### config.mk
export PLATFORM = sky130hd
export DESIGN_NAME = cordic_result_packer
export DESIGN_NICKNAME = d
export VERILOG_FILES = /design/src/rtl/cordic_result_packer.sv
export SDC_FILE = /design/constraint.sdc
export NUM_CORES = 1
export LEC_CHECK = 0
export ABC_AREA = 1
export BUFFER_PORTS_ARGS = -buffer_cell sky130_fd_sc_hd__buf_2
export CORE_UTILIZATION = 60
export CTS_CLUSTER_DIAMETER = 80
export DETAILED_ROUTE_END_ITERATION = 7
export GPL_TIMING_DRIVEN = 0
export HOLD_SLACK_MARGIN = 0.12
export PLACE_DENSITY = 0.77
export SLEW_MARGIN = 20
export SYNTH_ARGS = -nofsm -noshare
export SYNTH_HDL_FRONTEND = slang
export SYNTH_SLANG_ARGS = --single-unit
### constraint.sdc
create_clock -name clk -period 23.8 [get_ports clk]
set_input_delay 4.76 -clock clk [delete_from_list [all_inputs] [get_ports clk]]
set_output_delay 4.76 -clock clk [all_outputs]
set_load 0.03 [all_outputs]
### src/rtl/cordic_result_packer.sv
// cordic_result_packer
// Converts the CORDIC core's signed Q2.FRAC_BITS sine/cosine pair back to
// IEEE-754 single precision. The quarter-turn folding applied by the angle
// front end is undone first. Each channel is then normalised, rounded to
// nearest with ties to even, and packed.
// Optional build macro: CLAMP_UNIT_EN. When it is defined, any magnitude
// above 1.0 is forced to exactly +/-1.0 to absorb CORDIC gain overshoot.
module cordic_result_packer #(
    parameter int WIDTH     = 32,
    parameter int FRAC_BITS = WIDTH - 2
) (
    input  logic             clk,
    input  logic             rst,
    input  logic             valid_in,
    input  logic [WIDTH-1:0] sin_in,
    input  logic [WIDTH-1:0] cos_in,
    input  logic [2:0]       flips,
    output logic [31:0]      sin_out,
    output logic [31:0]      cos_out,
    output logic             done,
    output logic             ready
);

    // One extra bit so that negating -2.0 stays representable.
    localparam int MW = WIDTH + 1;
    localparam logic [MW-1:0] ONE_MAG = {{(MW-1){1'b0}}, 1'b1} << FRAC_BITS;

    typedef enum logic [2:0] {
        IDLE   = 3'd0,
        ROTATE = 3'd1,
        MAG    = 3'd2,
        NORM   = 3'd3,
        PACK   = 3'd4,
        DONE   = 3'd5
    } state_t;

    state_t state_reg, state_next;

    logic [WIDTH-1:0]     sin_cap_reg, cos_cap_reg;
    logic [2:0]           flips_reg;
    logic signed [MW-1:0] rot_reg  [2];   // index 0 = sine, 1 = cosine
    logic [1:0]           sign_reg;
    logic [MW-1:0]        mag_reg  [2];
    logic [MW-1:0]        norm_reg [2];
    logic [7:0]           exp_reg  [2];
    logic [31:0]          sin_out_reg, cos_out_reg;
    logic                 done_reg;

    logic accept;

    // Still busy during the done cycle; the next request is taken one edge later.
    assign ready  = (state_reg == IDLE) && !done_reg;
    assign accept = valid_in && ready;

    // ------------------------------------------------------------------
    // Quadrant unfolding: rotate by k = (-flips) mod 4 quarter turns.
    // ------------------------------------------------------------------
    logic signed [MW-1:0] sin_ext, cos_ext, rot_s, rot_c;
    logic [2:0]           neg_flips;
    logic [1:0]           quad;
    logic                 unused_flip_msb;

    assign sin_ext         = {sin_cap_reg[WIDTH-1], sin_cap_reg};
    assign cos_ext         = {cos_cap_reg[WIDTH-1], cos_cap_reg};
    assign neg_flips       = 3'd0 - flips_reg;
    assign quad            = neg_flips[1:0];
    assign unused_flip_msb = neg_flips[2];

    // Select and negate the captured pair according to the quadrant.
    always_comb begin
        rot_s = sin_ext;
        rot_c = cos_ext;
        case (quad)
            2'd0: begin rot_s = sin_ext;  rot_c = cos_ext;  end
            2'd1: begin rot_s = cos_ext;  rot_c = -sin_ext; end
            2'd2: begin rot_s = -sin_ext; rot_c = -cos_ext; end
            default: begin rot_s = -cos_ext; rot_c = sin_ext; end
        endcase
    end

    // ------------------------------------------------------------------
    // Per-channel magnitude, normalisation and packing.
    // ------------------------------------------------------------------
    logic [MW-1:0] mag_next  [2];
    logic [MW-1:0] norm_next [2];
    logic [7:0]    exp_next  [2];
    logic [31:0]   word_next [2];

    genvar gi;
    generate
        for (gi = 0; gi < 2; gi++) begin : g_chan
            logic [5:0]  lead;
            logic [5:0]  shamt;
            logic [23:0] mant;
            logic        guard_bit, sticky_bit, round_up;
            logic [24:0] mant_sum;
            logic [7:0]  exp_fin;
            logic [22:0] frac;
            logic [31:0] word;
            logic        unused_hidden;

            assign mag_next[gi] = rot_reg[gi][MW-1] ? (~rot_reg[gi] + 1'b1) : rot_reg[gi];

            // Priority encoder: the highest set bit wins.
            always_comb begin
                lead = '0;
                for (int b = 0; b < MW; b++) begin
                    if (mag_reg[gi][b]) lead = 6'(b);
                end
            end

            assign shamt         = 6'(MW - 1) - lead;
            assign norm_next[gi] = mag_reg[gi] << shamt;
            assign exp_next[gi]  = 8'd127 + {2'b00, lead} - 8'(FRAC_BITS);

            // 24 kept bits, then guard and sticky for ties-to-even.
            assign mant       = norm_reg[gi][MW-1 -: 24];
            assign guard_bit  = norm_reg[gi][MW-25];
            assign sticky_bit = |norm_reg[gi][MW-26:0];
            assign round_up   = guard_bit & (sticky_bit | mant[0]);
            assign mant_sum   = {1'b0, mant} + {24'd0, round_up};
            assign exp_fin    = mant_sum[24] ? (exp_reg[gi] + 8'd1) : exp_reg[gi];
            assign frac       = mant_sum[24] ? 23'd0 : mant_sum[22:0];
            assign unused_hidden = mant_sum[23];

            // Assemble the final word; zero never carries a sign.
            always_comb begin
                word = {sign_reg[gi], exp_fin, frac};
                if (mag_reg[gi] == '0) begin
                    word = 32'd0;
                end
`ifdef CLAMP_UNIT_EN
                else if (mag_reg[gi] > ONE_MAG) begin
                    word = {sign_reg[gi], 8'd127, 23'd0};
                end
`else
                else if (mag_reg[gi] > ONE_MAG) begin
                    word = {sign_reg[gi], exp_fin, frac};
                end
`endif
            end

            assign word_next[gi] = word;
        end
    endgenerate

    // Next-state logic: fixed one-cycle walk through the stages.
    always_comb begin
        state_next = state_reg;
        case (state_reg)
            IDLE:    if (accept) state_next = ROTATE;
            ROTATE:  state_next = MAG;
            MAG:     state_next = NORM;
            NORM:    state_next = PACK;
            PACK:    state_next = DONE;
            DONE:    state_next = IDLE;
            default: state_next = IDLE;
        endcase
    end

    // State register and per-stage datapath registers.
    always_ff @(posedge clk or posedge rst) begin
        if (rst) begin
            state_reg   <= IDLE;
            sin_cap_reg <= '0;
            cos_cap_reg <= '0;
            flips_reg   <= '0;
            sign_reg    <= '0;
            sin_out_reg <= '0;
            cos_out_reg <= '0;
            done_reg    <= 1'b0;
            for (int i = 0; i < 2; i++) begin
                rot_reg[i]  <= '0;
                mag_reg[i]  <= '0;
                norm_reg[i] <= '0;
                exp_reg[i]  <= '0;
            end
        end else begin
            state_reg <= state_next;
            done_reg  <= (state_reg == DONE);
            case (state_reg)
                IDLE: begin
                    if (accept) begin
                        sin_cap_reg <= sin_in;
                        cos_cap_reg <= cos_in;
                        flips_reg   <= flips;
                    end
                end
                ROTATE: begin
                    rot_reg[0] <= rot_s;
                    rot_reg[1] <= rot_c;
                end
                MAG: begin
                    for (int i = 0; i < 2; i++) begin
                        mag_reg[i]  <= mag_next[i];
                        sign_reg[i] <= rot_reg[i][MW-1];
                    end
                end
                NORM: begin
                    for (int i = 0; i < 2; i++) begin
                        norm_reg[i] <= norm_next[i];
                        exp_reg[i]  <= exp_next[i];
                    end
                end
                PACK: begin
                    sin_out_reg <= word_next[0];
                    cos_out_reg <= word_next[1];
                end
                default: ;
            endcase
        end
    end

    assign sin_out = sin_out_reg;
    assign cos_out = cos_out_reg;
    assign done    = done_reg;

endmodule

=== After elaboration in Yosys (flattened, before gate mapping) ===
Index checks and enable logic that the tools add are counted.
W data, S select, Z words.

* Bits in registers: 350
* Input port bits: 70
* Output and inout bits: 66
* Logic and storage cells: 133

* Add/sub/neg operators: 15
* Eq/ne operators: 8
* Shift-type cells: 2
* Multiplexer cells: 76
* Bitwise gates (word level): 6
* Reductions and logical operators: 10

{| class="wikitable"
|+ Operator list
! kind !! count
|-
| $mux W6 || 62
|-
| $pmux W33 S3 || 2
|-
| $add A33 B1 Y33 const B || 2
|-
| $logic_not A33 Y1 || 2
|-
| $mux W33 || 2
|-
| $neg A32 Y33 || 2
|-
| $not A33 Y33 || 2
|-
| $shl A33 B6 Y33 || 2
|-
| $mux W32 || 2
|-
| $add A24 B1 Y25 || 2
|-
| $mux W23 || 2
|-
| $add A7 B6 Y8 const A || 2
|-
| $add A8 B1 Y8 const B || 2
|-
| $mux W8 || 2
|-
| $reduce_or A8 Y1 || 2
|-
| $sub A8 B5 Y8 const B || 2
|-
| $pmux W3 S5 || 1
|-
| $sub A6 B6 Y6 const A || 2
|-
| $eq A3 B2 Y1 const B || 2
|-
| $eq A3 B3 Y1 const B || 2
|-
| $eq A3 B1 Y1 const B || 1
|-
| $logic_not A3 Y1 || 1
|-
| $mux W3 || 1
|-
| $and A1 B1 Y1 || 2
|-
| other kinds (10) || 13
|}

=== Logic depth before layout (Yosys ltp) ===
* Depth in word-level cells: 34
* Mapped depth: 46
* Depth with buffers taken out: 41

=== Least setup slack after synthesis ===
No wires, ideal clock.

* Path kind: reg2out
* Start: reg state_reg[1]
* End: out ready
* Data arrival time: 1.268 ns
* Data required time: 19.040 ns
* Slack: 17.772 ns
* Cell stages (with the launch flop): 4
* Buffers on the path: 0
* Path through: dfrtp_1 > nor2_1 > inv_1 > nor3_1

* Word-level cells in the longest chain between the ends: 2

{| class="wikitable"
|+ RTL lines
! what !! line !! text
|-
| start: declaration || 37 || <nowiki>state_t state_reg, state_next;</nowiki>
|-
| start signal: assignment || 179 || <nowiki>state_reg <= state_next;</nowiki>
|-
| $logic_not A3 Y1 || 52 || <nowiki>assign ready = (state_reg == IDLE) && !done_reg;</nowiki>
|-
| $logic_and A1 B1 Y1 || 52 ||
|-
| end: declaration || 21 || <nowiki>output logic ready</nowiki>
|}

No other way between the ends.

=== Worst setup path after layout ===
* Start: reg state_reg[0]
* End: out ready

Same word-level chain as after synthesis.

==> implementation parameters <==
Parameter                              Value

Floorplan
  Number of top-level design ports ... 136
  Height of the die ... 194 µm
  # rows ... 69
  Initial core utilization ... 0.617
  Core region area ... 35900 µm²
  Floorplan die area ... 37700 µm²
  Width of the chip ... 194 µm

Yosys
  Compound-Gate Fraction of Synth Area ... 0.141
  Combinational family with the most area after synthesis ... simple AND/OR/NAND/NOR gates
  Area fraction of the dominant cell type after synthesis ... 0.396
  Post-synthesis simple-gate area fraction ... 0.316
  Post-synthesis cell type with the largest combined area ... dfrtp_1
  Xor/xnor cell area share of the yosys netlist ... 0.0561
  FFs w/ async S/R, synth ... 1.00
  Post-synthesis instance total ... 3097
  Ranking of synthesized cells by area ... dfrtp_1 40%, nand2_1 14%, nand3_1 8.9%
  Post-Syn Nets ... 3179
  Sequential area share after synthesis ... 0.396
  Post-synthesis area per instance ... 7.15 µm²
  Post-synthesis mux area share ... 0.00610
  Distinct cell type count after synthesis ... 56
  Number of warnings reported in the yosys synthesis log ... 0
  Share of synthesized cell area in full adder, half adder and majority cells ... 0.00678
  Most common flop cell mapped by yosys ... dfrtp_1
  Number of enable-type register cells in the synthesized netlist ... 0
  Post-synthesis instance area ... 22100 µm²
  Flip-flop and latch count after synthesis ... 350

Global route
  Initial antenna violation count ... 2
  Pin count of the biggest net entering global routing ... 108
  Overall track demand over capacity in global routing ... 0.423
  First-pass GRT wire length ... 125 mm
  Via count of the first global-routing pass ... 23000
  Congestion Overflow GR ... 0

Clock tree
  Total clock sinks ... 350
  Inserted Clock Buffers ... 37
  Buffer levels on the longest clock path ... 3
  Root buffer cell ... clkbuf_16
  Post-cts repair resize count ... 0
  Post-CTS setup buffer count ... 0
  Skew-Pair Late Insertion Delay ... 0.57 ns
  Post-CTS clock slew at the launch and capture registers of the worst setup and hold paths ... 0.06 ns
  Htree depth ... 2
  TritonCTS clock tree ... yes
  Hold Buf Count CTS ... 0

Routing
  Post-route DRC violation count ... 0
  Via count ... 23400
  Total Routed Length ... 79.0 mm
  Number of antenna-violating nets in the routed design ... 0
  1st-pass router iterations ... 8
  Post-detailed-route via-to-cell ratio ... 6.22
  Average detailed-routed wire length per instance ... 21.0 µm
  Initial drt markers ... 2429

Timing
  Final Max Tran Viols ... 0
  Part of the cycle the worst path needs ... 0.284
  Peak clock frequency supported by timing ... 148 MHz
  Sum of negative setup slack ... 0 ns
  Transition time at the pin with the least slew margin ... 1.13 ns
  Total of endpoints with negative setup slack in the final report ... 0
  Number of failing hold endpoints at the final stage ... 0
  Worst slew margin ... 0.239
  Worst Clk Skew ... 0.0281 ns
  Final critical delay including setup and external delays ... 6.75 ns
  Unrepaired setup endpoints after global routing ... no

Setup path
  Crit path buf inv count ... 2
  Crit-path cells ... nor2_1, inv_1, nor3_1, buf_2
  Worst-path cell with the longest stage delay ... nor3_1
  Critical path class ... flop to primary output
  CP Max Fanout ... 3
  Startpoint types ... flop
  Required time of the worst setup path ... 19.04 ns
  Critical Path Max Stage Delay ... 0.45 ns
  Cell family with the largest share of critical-path delay ... simple AND/OR/NAND/NOR gates
  Arrival time worst endpoint ... 1.99 ns
  Critical Path Sink Type ... primary output

Place
  Port Buffer Count ... 134
  DPL Wire Length ... 59.6 mm
  Placer Congestion ... 1.02

Cells and area
  Layout overhead on the synthesized area ... 12.0%
  Final-stage net count ... 3355
  Layout cell share with drive strength beyond 1 ... 0.0961
  Number of fill cells in the layout ... 2838

Status
  Run status ... finished clean

Min path
  Class of the worst hold path ... flop to flop

Job
  Number of max-cap violations ... 0
## cells in the mapped netlist (13+ instances only)
cell      number
a21oi_1       95
a221oi_1      23
buf_2         18
clkbuf_1     117
dfrtp_1      350
inv_1        265
inv_2         17
nand2_1      826
nand3_1      393
nand4_1       13
nor2_1       244
nor3_1        51
o211ai_1      20
o21ai_0      253
o21ai_1       37
o221ai_1      17
o22ai_1       35
o31ai_1       16
xnor2_1       13
xor2_1       127
## placed cells by master, fill, tap and decap left out, drive strengths merged, types with 2 or more instances in the layout
cell     instances
ha              12
clkbuf         167
nand2          836
xor2           128
a21oi           96
o22ai           35
nor4            15
a211oi           8
o21bai           2
nand4           16
a32o             4
xnor2           13
o221ai          17
a22o             9
o211ai          20
clkinv          10
dfrtp          350
mux2            12
buf            175
or2              3
a31oi           11
a221oi          23
nor2           259
o2111ai          3
o21ai          291
bufinv           6
nor3            69
o31ai           16
nand3          399
inv            284
diode            3
## through the flow
| stage | worst slack, ns | area [µm²] | util | hold slack (ns) | instances |
|---|---|---|---|---|---|
| floorplan | 9.33 | 22100 | - | 0.450 | 3097 |
| detailed placement | 17.17 | 23500 | 0.654 | 0.468 | 3695 |
| global route | 17.03 | 24800 | 0.691 | 0.510 | 3762 |
| global placement | 6.39 | 23400 | 0.651 | 0.458 | 3692 |
| CTS | 17.02 | 24800 | 0.690 | 0.483 | 3760 |
| finish | 17.05 | 24800 | 0.691 | 0.479 | 3763 |
## final cells by class
| cell class | count | area, µm² | share of cell area |
|---|---|---|---|
| well taps | 461 | 577 | 0.0233 |
| inverters | 286 | 1080 | 0.0436 |
| clock buffers | 50 | 1050 | 0.0422 |
| plain buffers | 155 | 657 | 0.0265 |
| diodes | 3 | 7.51 | 0.000303 |
| flip-flops and latches | 350 | 8760 | 0.353 |
| clock inverters | 15 | 265 | 0.0107 |
| multi-input cells | 2306 | 11700 | 0.470 |
| repair buffers | 137 | 753 | 0.0304 |
## path summary, 6_finish.rpt
kind	start	endpoint	slack (ns)	depth (start not counted)
setup / recovery	state_reg[0]$_DFFE_PP0P_	ready	17.05	4
hold / removal	sin_out[10]$_DFFE_PP0N_	sin_out[10]$_DFFE_PP0N_	0.48	2
setup reg to reg	mag_reg[36]$_DFFE_PP0P_	g_chan[0].mant[10]$_DFFE_PP0N_	19.07	43
hold reg to reg	sin_out[10]$_DFFE_PP0N_	sin_out[10]$_DFFE_PP0N_	0.48	2
max in group asynchronous	rst	cos_out[10]$_DFFE_PP0N_	17.81	5
min in group asynchronous	rst	cos_cap_reg[0]$_DFFE_PP0P_	4.20	2
## kinds of logic (layout without fill, tap and decap cells)
logic type | Yosys count | after routing
XOR/XNOR | 141 | 141
buffers and inverters | 441 | 643
AO/OA/AOI/OAI | 541 | 541
other | 0 | 3
adder cells (fa/ha/maj) | 12 | 12
flip-flops | 350 | 350
multiplexers | 12 | 12
AND/OR/NAND/NOR | 1600 | 1600
## layer usage
layer	share of wire	global-route usage
met1	0.37	0.492
met2	0.48	0.717
met3	0.076	0.0713
met4	0.073	0.288
met5	0	0
## worst reg2reg max path, delay by kind of cell (launching register included)
family | cells | cell delay, ns
AO/OA/AOI/OAI | 1 | 0.23
buffers and inverters | 7 | 1.50
flip-flops | 1 | 0.44
AND/OR/NAND/NOR | 34 | 2.16
adder cells (fa/ha/maj) | 1 | 0.27
Power is not shown: default switching activity piles up to over one toggle a cycle in this logic, so the estimate is an artifact.
